### config.mk
export PLATFORM = sky130hd
export DESIGN_NAME = mem_arbiter
export DESIGN_NICKNAME = d
export VERILOG_FILES = /design/src/rtl/mem_arbiter.sv
export SDC_FILE = /design/constraint.sdc
export NUM_CORES = 1
export LEC_CHECK = 0
export BUFFER_PORTS_ARGS = -buffer_cell sky130_fd_sc_hd__buf_4
export CAP_MARGIN = 0
export CORE_AREA = 2 2 103 105
export CTS_BUF_LIST = sky130_fd_sc_hd__clkbuf_8
export DETAILED_ROUTE_END_ITERATION = 8
export DIE_AREA = 0 0 105 107
export HOLD_SLACK_MARGIN = 0.03
export PLACE_DENSITY = 0.5
export SLEW_MARGIN = 20
export SYNTH_ARGS = -nofsm -noshare
export SYNTH_HDL_FRONTEND = slang
export SYNTH_SLANG_ARGS = --single-unit
### constraint.sdc
create_clock -name CLK -period 1.6 [get_ports CLK]
set_clock_uncertainty 0.2 [all_clocks]
set_input_delay 0.32 -clock CLK [delete_from_list [all_inputs] [get_ports CLK]]
set_output_delay 0.32 -clock CLK [all_outputs]
set_load 0.05 [all_outputs]
### src/rtl/mem_arbiter.sv
// mem_arbiter: two-requester (instruction / data) arbiter in front of a single RAM port.
// Data requests win by default. After STARVE_LIMIT consecutive data completions while an
// instruction fetch waits, the instruction side gets the next grant.
// Address, data and read-data paths are combinational. Only the grant state, the
// starvation counter and the sticky error flag are registered.
module mem_arbiter #(
  parameter int STARVE_LIMIT = 4,
  parameter int ADDR_W       = 32
) (
  input  logic              CLK,
  input  logic              RST,
  input  logic              iREN,
  input  logic [ADDR_W-1:0] iaddr,
  output logic              iwait,
  output logic [ADDR_W-1:0] iload,
  input  logic              dREN,
  input  logic              dWEN,
  input  logic [ADDR_W-1:0] daddr,
  input  logic [ADDR_W-1:0] dstore,
  output logic              dwait,
  output logic [ADDR_W-1:0] dload,
  output logic              ramREN,
  output logic              ramWEN,
  output logic [ADDR_W-1:0] ramaddr,
  output logic [ADDR_W-1:0] ramstore,
  input  logic [ADDR_W-1:0] ramload,
  input  logic [1:0]        ramstate,
  output logic              err
);

  localparam int CW = (STARVE_LIMIT > 0) ? $clog2(STARVE_LIMIT + 1) : 1;
  localparam logic [CW-1:0] LIMIT = CW'(STARVE_LIMIT);

  localparam logic [1:0] RAM_FREE   = 2'd0;
  localparam logic [1:0] RAM_BUSY   = 2'd1;
  localparam logic [1:0] RAM_ACCESS = 2'd2;
  localparam logic [1:0] RAM_ERROR  = 2'd3;

  typedef enum logic [1:0] {
    IDLE   = 2'd0,
    IGRANT = 2'd1,
    DGRANT = 2'd2
  } state_t;

  state_t        state;
  logic [CW-1:0] scnt;

  logic dreq;
  logic ram_done;
  logic i_done;
  logic d_done;
  logic starve_hit;

  assign dreq       = dREN | dWEN;
  // ACCESS and ERROR both end the transaction; FREE and BUSY keep it open.
  assign ram_done   = (ramstate == RAM_ACCESS) || (ramstate == RAM_ERROR);
  assign i_done     = (state == IGRANT) && ram_done;
  assign d_done     = (state == DGRANT) && ram_done;
  assign starve_hit = iREN && (scnt == LIMIT);

  // Grant FSM, starvation counter and sticky error flag.
  always_ff @(posedge CLK or posedge RST) begin
    if (RST) begin
      state <= IDLE;
      scnt  <= '0;
      err   <= 1'b0;
    end else begin
      case (state)
        IDLE: begin
          if (dreq && !starve_hit) state <= DGRANT;
          else if (iREN)           state <= IGRANT;
          else                     state <= IDLE;
        end
        IGRANT: begin
          // Completion or an abandoned request both hand the port back.
          if (ram_done || !iREN) state <= IDLE;
        end
        DGRANT: begin
          if (ram_done || !dreq) state <= IDLE;
        end
        default: state <= IDLE;
      endcase

      // Clearing has priority over counting.
      if (!iREN || i_done) begin
        scnt <= '0;
      end else if (d_done && (scnt != LIMIT)) begin
        scnt <= scnt + CW'(1);
      end

      if ((i_done || d_done) && (ramstate == RAM_ERROR)) begin
        err <= 1'b1;
      end
    end
  end

  // RAM port mux: strobes follow the live request so a dropped request releases them at once.
  always_comb begin
    ramREN   = 1'b0;
    ramWEN   = 1'b0;
    ramaddr  = '0;
    ramstore = '0;
    case (state)
      IGRANT: begin
        ramREN  = iREN;
        ramaddr = iaddr;
      end
      DGRANT: begin
        ramWEN   = dWEN;
        ramREN   = dREN & ~dWEN;
        ramaddr  = daddr;
        ramstore = dstore;
      end
      default: begin
        ramREN   = 1'b0;
        ramWEN   = 1'b0;
        ramaddr  = '0;
        ramstore = '0;
      end
    endcase
  end

  // Stall each requester until the cycle its own grant completes.
  always_comb begin
    iwait = iREN & ~i_done;
    dwait = dreq & ~d_done;
  end

  assign iload = ramload;
  assign dload = ramload;

endmodule
==> impl_metrics.toml, run 1 <==
[clock_network]
cts_inserted_buffers = 3
cts_max_path_buffers = 2
cts_tree = "built"
cts-root-buf = "clkbuf_8"
clkSlewWorstSetupHoldPaths_ps = 40
cts_sinks = 6
clkLatencyLatePin_ps = 220
htreeDepth = 1

[synth]
synth_ff_type = "dfrtp_1"
synthMostInstantiatedCell = "buf_4"
syn-instance-count = 222
netlist_area_sq_mm = 0.00161
synth.distinct_cells = 27
synth-seq-cells = 6
yosysSeqAreaShare = 0.0932
synthArstFlopShare = 1.00
postSynthNetCount = 362
synthTopCellsByCount = "66 x buf_4, 34 x and2_1, 32 x a22oi_1, 32 x nor2b_1, 7 x buf_2"
cell_types_occupying_the_most_area_after_synthesis = "buf_4 31%, a22oi_1 15%, and2_1 13%"
fraction_of_synthesized_cell_area_taken_by_the_top_area_cell_type = 0.308
synth_top_area_cell = "buf_4"
synth_warn = 0
post_synth_edffs = 0
syn_avg_cell_area_sq_um = 7.25

[timing]
report.final.slew_viol_count = 0
unrepaired_setup_endpoints_after_global_routing = "true"
hold_viol = 0
timing.max_slew.rel_slack = 0.829
timing.final.crit_share = 1.31
max_slew.worst_pin.slew_ps = 256
finalSetupViolCount = 73
max_clock_freq_ghz = 0.478
fin_ws_ps = -491
tns_ps = -30320
min_period_ps = 2090

[placement]
port_buffers = 171
routability_driven_placement_congestion_ratio = 0.704
pre_cts_ws_ps = -343
detailed_place_hpwl_um = 5590
dpl-instance-area_sq_mm = 0.00303

[grt]
grt_antenna_before_repair = 0
largest_net_degree_at_the_start_of_global_routing = 26
groute.usage.overall = 0.120
gr_overflow_total = 0
wire_length_of_the_first_global_routing_pass_um = 10700
grt_pass1_vias = 2068

[floorplan]
core.rowCount = 37
ios = 268
die_height_um = 107
floorplan.initialDensity = 0.160
placeable_core_area_sq_mm = 0.0101
floorplan.die_area_sq_mm = 0.0112
chipWidth_um = 105

[setup_path]
timing.reg2reg.setup_slack_ps = -300
required_time_worst_endpoint_ps = 1080
cp_max_fo = 9
crit_path_end_kind = "primary output"
r2r.worst_path.cells = 8
setup.worst_path.start_class = "flop"
timing.setup.critical_path_class = "reg2out"
timing.critical_path.arrival_ps = 1570

[drt]
dr.first_iter.drc_count = 63
drt_first_pass_iters = 2
via_count = 2044
detailed_route_vias_per_instance = 4.21
detail_route.wl_per_cell_um = 16.3
route.detailed.drc = 0
drt.antenna.violating_nets = 0
routed_wl_um = 7920

[final_layout]
antenna_cells = 0
share_of_cells_above_drive_strength_1 = 0.917
finalNetCount = 492
area_growth_pct = 150
stdcell_area_sq_mm = 0.00403

[hold_path]
timing.hold.worst_path_depth = 3
class_of_the_worst_hold_path = "in2reg"

[pwr]
p_leak_nw = 1.81
power.ir.vdd_worst_v = 0.000664
power-per-cell-area_mw_per_mm2 = 1760

[run]
number_of_maximum_capacitance_violations = 0

[outcome]
violations = "setup timing"
outcome = "finished with violations"
==> per-stage QoR <==
step	utilization	cells	hold WS, ps	power (W)
CTS	0.360	472	167	0.00625
global placement	0.300	466	59.9	0.00508
floorplan	-	222	-89.0	0.00421
finish	0.399	486	167	0.00709
global route	0.399	486	179	0.00739
detailed placement	0.300	466	62.0	0.00509
==> logic make-up (layout without fill, tap and decap cells) <==
| family | count (synthesis) | in the layout | share of synthesized area |
|---|---|---|---|
| buffers and inverters | 85 | 213 | 0.357 |
| AND/OR/NAND/NOR | 79 | 79 | 0.301 |
| AO/OA/AOI/OAI | 45 | 45 | 0.196 |
| flip-flops | 6 | 6 | 0.0932 |
| adder cells (fa/ha/maj) | 5 | 5 | 0.0389 |
| multiplexers | 2 | 2 | 0.0132 |
==> worst max-delay path, cell delays in order (launching register included) <==
cell and delay, ps:
dfrtp_1 420, ha_4 210, buf_12 140, buf_12 140
buf_4 130, a21oi_4 130, buf_6 170
==> power by group <==
part | switching, W | leakage [nW] | internal, W | total (W)
Clock | 0.0000617 | 0.0216 | 0.000161 | 0.000223
Combinational | 0.00330 | 1.71 | 0.00336 | 0.00666
Sequential | 0.0000253 | 0.0759 | 0.000178 | 0.000203
==> flip-flops by register name, indices dropped and copies added (netlist names) <==
name,flops
err,1
state,2
scnt,3
==> placed cells by master (no fill, tap or decap), types with 2 or more instances in the layout <==
master	netlist	layout
buf_8	0	39
dfrtp_1	6	6
a21oi_1	4	2
a21oi_2	1	2
ha_4	0	3
nand2_1	4	2
inv_1	6	3
clkbuf_8	0	3
buf_12	0	7
and2_2	0	3
buf_6	0	38
a22oi_2	0	32
inv_2	0	2
and2_4	1	32
o211ai_1	2	2
nand2_4	0	3
nor2b_4	0	32
ha_1	5	2
buf_4	66	112
clkbuf_16	0	6
o21ai_0	4	3
==> worst paths after layout <==
| check | from | endpoint |
|---|---|---|
| max | state[1]$_DFFE_PP0P_ | dwait |
| min | ramstate[0] | err$_DFFE_PP0P_ |
| max reg2reg | state[0]$_DFFE_PP0P_ | state[1]$_DFFE_PP0P_ |
| min reg2reg | err$_DFFE_PP0P_ | err$_DFFE_PP0P_ |
| max in group asynchronous | RST | state[0]$_DFFE_PP0P_ |
| min in group asynchronous | RST | err$_DFFE_PP0P_ |
==> layout make-up <==
class                   count  area [sq um]
clock buffers               3          41.3
fillers                   996          6070
inverters                   6          26.3
multi-input cells         131          1460
flip-flops and latches      6           150
well taps                 136           170
repair buffers            204          2180
==> per-layer routing <==
layer,track usage,share of wire,up-vias
met2,0.241,0.57,111
met4,0.0600,0.036,0
met3,0.0231,0.076,37
met1,0.115,0.32,962
li1,-,-,934
met5,0,0,-
==> what timing repair did <==
item / in CTS / in global routing
pin swaps: 2 / 21
setup buffers: 1 / 5
gates cloned: 1 / 9
resized for setup: 129 / 38
hold buffers: 1 / 0
endpoints found under the hold margin: 6 / 0
endpoints found under the setup margin: 73 / 74
Note: power is estimated with default switching activity, not from simulation.
==> run 2, diff against run 1 <==
RECOVER_POWER = 25   (was not set)
REMOVE_ABC_BUFFERS = 1   (was not set)
==> run 2 against run 1 <==
  * The run still ends with setup timing left
  * Sequential share of layout area up 0.49 points
  * Design area down 12%
  * Power down 12%
  * First-iteration DRC count up 4.8%
  * Die area unchanged
  * Fmax up 0.85%
  * Cell count down 1.0%
  * Worst hold slack better by 1.1 ps
  * Global-route usage up 6.4 points
  * Flip-flop and latch count unchanged
  * Wire length up 39%
  * Largest cell class unchanged
==> impl_metrics.toml, run 2 (same netlist as run 1, synthesis figures left out) <==
[final_layout]
area_growth_pct = 121
largest_register_ff_count = 3
final_common_cell = "buf_4"
max_flop_register = "scnt"
most_frequent_cells_in_the_layout = "114 x buf_4, 51 x buf_6, 34 x and2_4"
antenna_cells = 0
fin_cells = 481
layout_top_registers = "scnt: 3 flops, state: 2 flops, err: 1 flops"
finalNetCount = 487
share_of_cells_above_drive_strength_1 = 0.788

[timing]
hold_viol = 0
max_slew.worst_pin.slew_ps = 287
min_period_ps = 2070
unrepaired_setup_endpoints_after_global_routing = "true"
fin_ws_ps = -473
finalSetupViolCount = 73
max_clock_freq_ghz = 0.482
report.final.slew_viol_count = 0
timing.max_slew.rel_slack = 0.808
hold_slack_ps = 168
timing.final.crit_share = 1.30

[outcome]
violations = "setup timing"
outcome = "finished with violations"

[drt]
drt_first_pass_iters = 4
via_count = 2109
drt.antenna.violating_nets = 0
dr.first_iter.drc_count = 66
routed_wl_um = 11000
detail_route.wl_per_cell_um = 22.9
route.detailed.drc = 0
detailed_route_vias_per_instance = 4.38

[placement]
dp.cells = 462
pre_cts_ws_ps = -301
routability_driven_placement_congestion_ratio = 0.699
detailed_place_hpwl_um = 8280
port_buffers = 171

[grt]
grt_pass1_vias = 2189
groute.usage.overall = 0.184
largest_net_degree_at_the_start_of_global_routing = 18
wire_length_of_the_first_global_routing_pass_um = 14900
gr_overflow_total = 0
grt_antenna_before_repair = 1

[pwr]
share_of_total_power_in_the_clock_network = 0.036
share_comb_of_total_power = 0.932
switchingPower_w = 0.00317
power-per-cell-area_mw_per_mm2 = 1750
share_seq_of_total_power = 0.032
p_leak_nw = 1.62
power.switching_fraction = 0.508
power_w = 0.00624
internal-power_w = 0.00307
power.ir.vdd_worst_v = 0.000663

[setup_path]
r2r-start = "state[0]$_DFFE_PP0P_"
timing.setup.critical_path_class = "reg2out"
timing.critical_path.arrival_ps = 1550
required_time_worst_endpoint_ps = 1080
slowest_delay_ps = 400
setup.worst_path.start_class = "flop"
critical_path.top_delay_family = "buffers and inverters"
slowest_stage = "dfrtp_1"
worst_setup_path_startpoint = "state[1]$_DFFE_PP0P_"
timing.critical_path.cells = "inv_2, ha_4, buf_16, a22oi_1, nor2b_1, buf_6"
worst-path-buf-inv = 3
crit_path_end_kind = "primary output"
cp_max_fo = 15

[hold_path]
hold_path.startpoint = "ramstate[0]"
class_of_the_worst_hold_path = "in2reg"

[clock_network]
cts_sinks = 6
cts-root-buf = "clkbuf_8"
clkSlewWorstSetupHoldPaths_ps = 40
cts_tree = "built"
cts_inserted_buffers = 3
cts_max_path_buffers = 2
htreeDepth = 1
clkLatencyLatePin_ps = 220

[floorplan]
floorplan.die_area_sq_mm = 0.0112
die_height_um = 107
core.rowCount = 37
ios = 268
placeable_core_area_sq_mm = 0.0101
floorplan.initialDensity = 0.160
chipWidth_um = 105

[run]
number_of_maximum_capacitance_violations = 0
==> run 2: path summary, 6_finish.rpt <==
| check | slack [ps] | depth (start not counted) | end |
|---|---|---|---|
| worst min register to register | 280 | 1 | err$_DFFE_PP0P_ |
| worst max register to register | -320 | 8 | state[1]$_DFFE_PP0P_ |
| max in group asynchronous | 600 | 3 | scnt[1]$_DFFE_PP0P_ |
| min in group asynchronous | 390 | 3 | state[1]$_DFFE_PP0P_ |
| worst max-delay path | -470 | 6 | ramaddr[17] |
| worst min-delay path | 170 | 3 | err$_DFFE_PP0P_ |
==> run 2: final cells by class <==
type	instances	area, sq um
fillers	1027	6540
repair buffers	199	2050
multi-input cells	131	1120
well taps	136	170
flip-flops and latches	6	150
clock buffers	3	41.3
inverters	6	22.5
==> run 2: through the flow <==
step / TNS (ps) / area [sq um] / util
after floorplan: -87360 / 1060 / -
after global placement: -16560 / 2670 / 0.264
after detailed placement: -17140 / 2670 / 0.264
after CTS: -29420 / 3420 / 0.339
after global routing: -34420 / 3560 / 0.352
final: -29840 / 3560 / 0.352
==> run 2: repair_timing <==
item / 4_1_cts / 5_1_grt
hold buffers: 1 / 0
cloned: 5 / 2
buffers inserted: 7 / 1
hold endpoints to repair: 6 / 0
setup endpoints to repair: 73 / 74
gates resized for setup: 145 / 23
pin swaps: 5 / 8
==> run 2: worst reg2reg max path: cells and delay by family, from the launching register on <==
family,cells,cell delay (ps)
muxes,1,320
DFF,1,380
buffers and inverters,4,480
adders and majority gates,1,210
AOI/OAI and AO/OA,2,220
==> run 2: layer usage <==
metal / share of wire / GRT usage
met1: 0.40 / 0.220
met4: 0.0015 / 0.0200
met2: 0.44 / 0.280
met5: 0.0012 / 0.0333
met3: 0.15 / 0.122
==> run 2: power by group through the flow <==
stage | combinational (W) | sequential [W] | clock [W]
final | 0.00581 | 0.000198 | 0.000227
after global placement | 0.00412 | 0.000197 | 0
after detailed placement | 0.00413 | 0.000197 | 0
after CTS | 0.00562 | 0.000196 | 0.000233
after floorplan | 0.00260 | 0.000198 | 0
after global routing | 0.00608 | 0.000200 | 0.000243
==> run 3, diff against run 2 <==
CAP_MARGIN = not set   (was 0)
CORE_AREA = 10 10 95 97   (was 2 2 103 105)
PLACE_DENSITY = 0.67   (was 0.5)
==> run 3 against run 2 <==
  * The run still ends with setup timing left
  * Clock power shrank 3%
  * Sequential power grew 5%
  * Global-route usage grew 1.6 points
  * First-iteration DRC count grew 42%
  * Die area is the same
  * Worst hold slack gained 19 ps
  * Register-to-register slack is essentially flat
  * Fmax shrank 2.0%
  * Largest cell class unchanged
  * Highest routed layer unchanged
==> impl_metrics.toml, run 3 (same netlist as run 1, synthesis figures left out) <==
[outcome]
outcome = "finished with violations"
violations = "setup timing"

[timing]
report.final.slew_viol_count = 0
hold_slack_ps = 186
unrepaired_setup_endpoints_after_global_routing = "true"
timing.max_slew.rel_slack = 0.812
min_period_ps = 2120
max_clock_freq_ghz = 0.472
fin_ws_ps = -517
finalSetupViolCount = 73
timing.final.crit_share = 1.32
max_slew.worst_pin.slew_ps = 280
hold_viol = 0

[clock_network]
clkSlewWorstSetupHoldPaths_ps = 30
cts_max_path_buffers = 2
htreeDepth = 1
cts_tree = "built"
cts_inserted_buffers = 3
cts_sinks = 6
clkLatencyLatePin_ps = 220
cts-root-buf = "clkbuf_8"

[hold_path]
timing.hold.worst_path_depth = 3
class_of_the_worst_hold_path = "in2reg"

[grt]
globalRouteMet2Util = 0.343
gr_overflow_total = 0
gr-usage-met3 = 0.191
grt_most_used_layer = "met2"
met1_usage = 0.169
groute.usage.overall = 0.200
grt_antenna_before_repair = 0
grt_pass1_vias = 2332
largest_net_degree_at_the_start_of_global_routing = 24
wire_length_of_the_first_global_routing_pass_um = 16700

[floorplan]
floorplan.die_area_sq_mm = 0.0112
die_height_um = 107
placeable_core_area_sq_mm = 0.00714
chipWidth_um = 105
core.rowCount = 31
floorplan.initialDensity = 0.226
ios = 268

[drt]
dr.first_iter.drc_count = 94
drt.antenna.violating_nets = 0
drt_first_pass_iters = 4
detailed_route_vias_per_instance = 4.71
via_count = 2109
detail_route.wl_per_cell_um = 28.8
route.detailed.drc = 0
routed_wl_um = 12900

[final_layout]
stdcell_area_sq_mm = 0.00367
finalNetCount = 491
area_growth_pct = 128
final_common_cell = "buf_4"
antenna_cells = 0
share_of_cells_above_drive_strength_1 = 0.842
largest_register_ff_count = 3
layout_top_registers = "scnt: 3 flops, state: 2 flops, err: 1 flops"
most_frequent_cells_in_the_layout = "113 x buf_4, 46 x buf_6, 35 x and2_4"
fill_cells = 691
max_flop_register = "scnt"

[pwr]
internal-power_w = 0.00320
share_comb_of_total_power = 0.934
power-per-cell-area_mw_per_mm2 = 1760
p_leak_nw = 1.68
power.ir.vdd_worst_v = 0.000839
switchingPower_w = 0.00327
power.switching_fraction = 0.505
share_of_total_power_in_the_clock_network = 0.034
share_seq_of_total_power = 0.032

[setup_path]
setup.worst_path.start_class = "flop"
r2r.worst_path.cells = 9
critical_path.top_delay_family = "buffers and inverters"
timing.critical_path.cells = "inv_2, ha_4, clkbuf_16, a22oi_1, nor2b_1, buf_6"
slowest_stage = "dfrtp_1"
worst-path-stages = 6
worst-path-buf-inv = 3
required_time_worst_endpoint_ps = 1080
slowest_delay_ps = 420
timing.setup.critical_path_class = "reg2out"
timing.critical_path.arrival_ps = 1600
crit_path_end_kind = "primary output"
cp_max_fo = 11

[placement]
detailed_place_hpwl_um = 10300
routability_driven_placement_congestion_ratio = 0.789
port_buffers = 171
pre_cts_ws_ps = -353
dpl-instance-area_sq_mm = 0.00262

[run]
number_of_maximum_capacitance_violations = 0
run 3: cell types whose count changed in the layout (fill, tap and decap cells not counted), moves of 4 or more:
cell / before / now
nor2b_1: 22 / 18
buf_16: 5 / 1
a22oi_2: 10 / 20
a22oi_1: 22 / 12
buf_8: 20 / 31
buf_6: 51 / 46
run 3: final timing paths:
kind / slack, ps / start / end
hold / removal: 190 / ramstate[0] / err$_DFFE_PP0P_
setup reg to reg: -330 / state[0]$_DFFE_PP0P_ / scnt[1]$_DFFE_PP0P_
setup / recovery: -520 / state[1]$_DFFE_PP0P_ / ramaddr[15]
min in group asynchronous: 400 / RST / scnt[2]$_DFFE_PP0P_
max in group asynchronous: 590 / RST / scnt[1]$_DFFE_PP0P_
hold reg to reg: 310 / err$_DFFE_PP0P_ / err$_DFFE_PP0P_
run 3: routing by layer:
metal / share of wire / vias up
met3: 0.19 / 6
met4: 0.0025 / 2
met5: 0.0062 / -
met1: 0.30 / 970
met2: 0.50 / 200
li1: - / 931
run 3: worst reg2reg max path: stages (launching register included):
cell       delay, ps
dfrtp_1          380
inv_2             90
ha_4             170
buf_8            140
buf_6            100
clkbuf_16        140
buf_8            110
nand2_4           50
or3b_1           360
a21oi_2          130
run 3: metrics by stage:
stage / util / instances / power [W] / setup TNS (ps)
6_report: 0.514 / 448 / 0.00647 / -29680
5_1_grt: 0.514 / 448 / 0.00673 / -33260
4_1_cts: 0.456 / 438 / 0.00573 / -31760
3_5_place_dp: 0.367 / 427 / 0.00435 / -18060
3_3_place_gp: 0.367 / 427 / 0.00430 / -14630
2_1_floorplan: - / 143 / 0.00280 / -87360
run 3: power groups by stage:
stage	Sequential (W)	Combinational, W	Clock, W
after global placement	0.000196	0.00410	0
final	0.000207	0.00604	0.000221
after floorplan	0.000198	0.00260	0
after CTS	0.000205	0.00530	0.000227
after detailed placement	0.000200	0.00415	0
after global routing	0.000210	0.00628	0.000237
run 3: final cells by class:
class	count	area, sq um	share of cell area
clock buffers	3	41.3	0.0113
multi-input cells	131	1220	0.333
well taps	99	124	0.0338
repair buffers	203	2110	0.575
inverters	6	22.5	0.00614
flip-flops and latches	6	150	0.0409
run 3: timing repair:
item	4_1_cts	5_1_grt
hold buffers	1	0
setup buffers	4	8
endpoints found under the hold margin	6	0
endpoints found under the setup margin	73	73
gates resized for setup	128	81
cloned	3	4
pin swaps	1	9
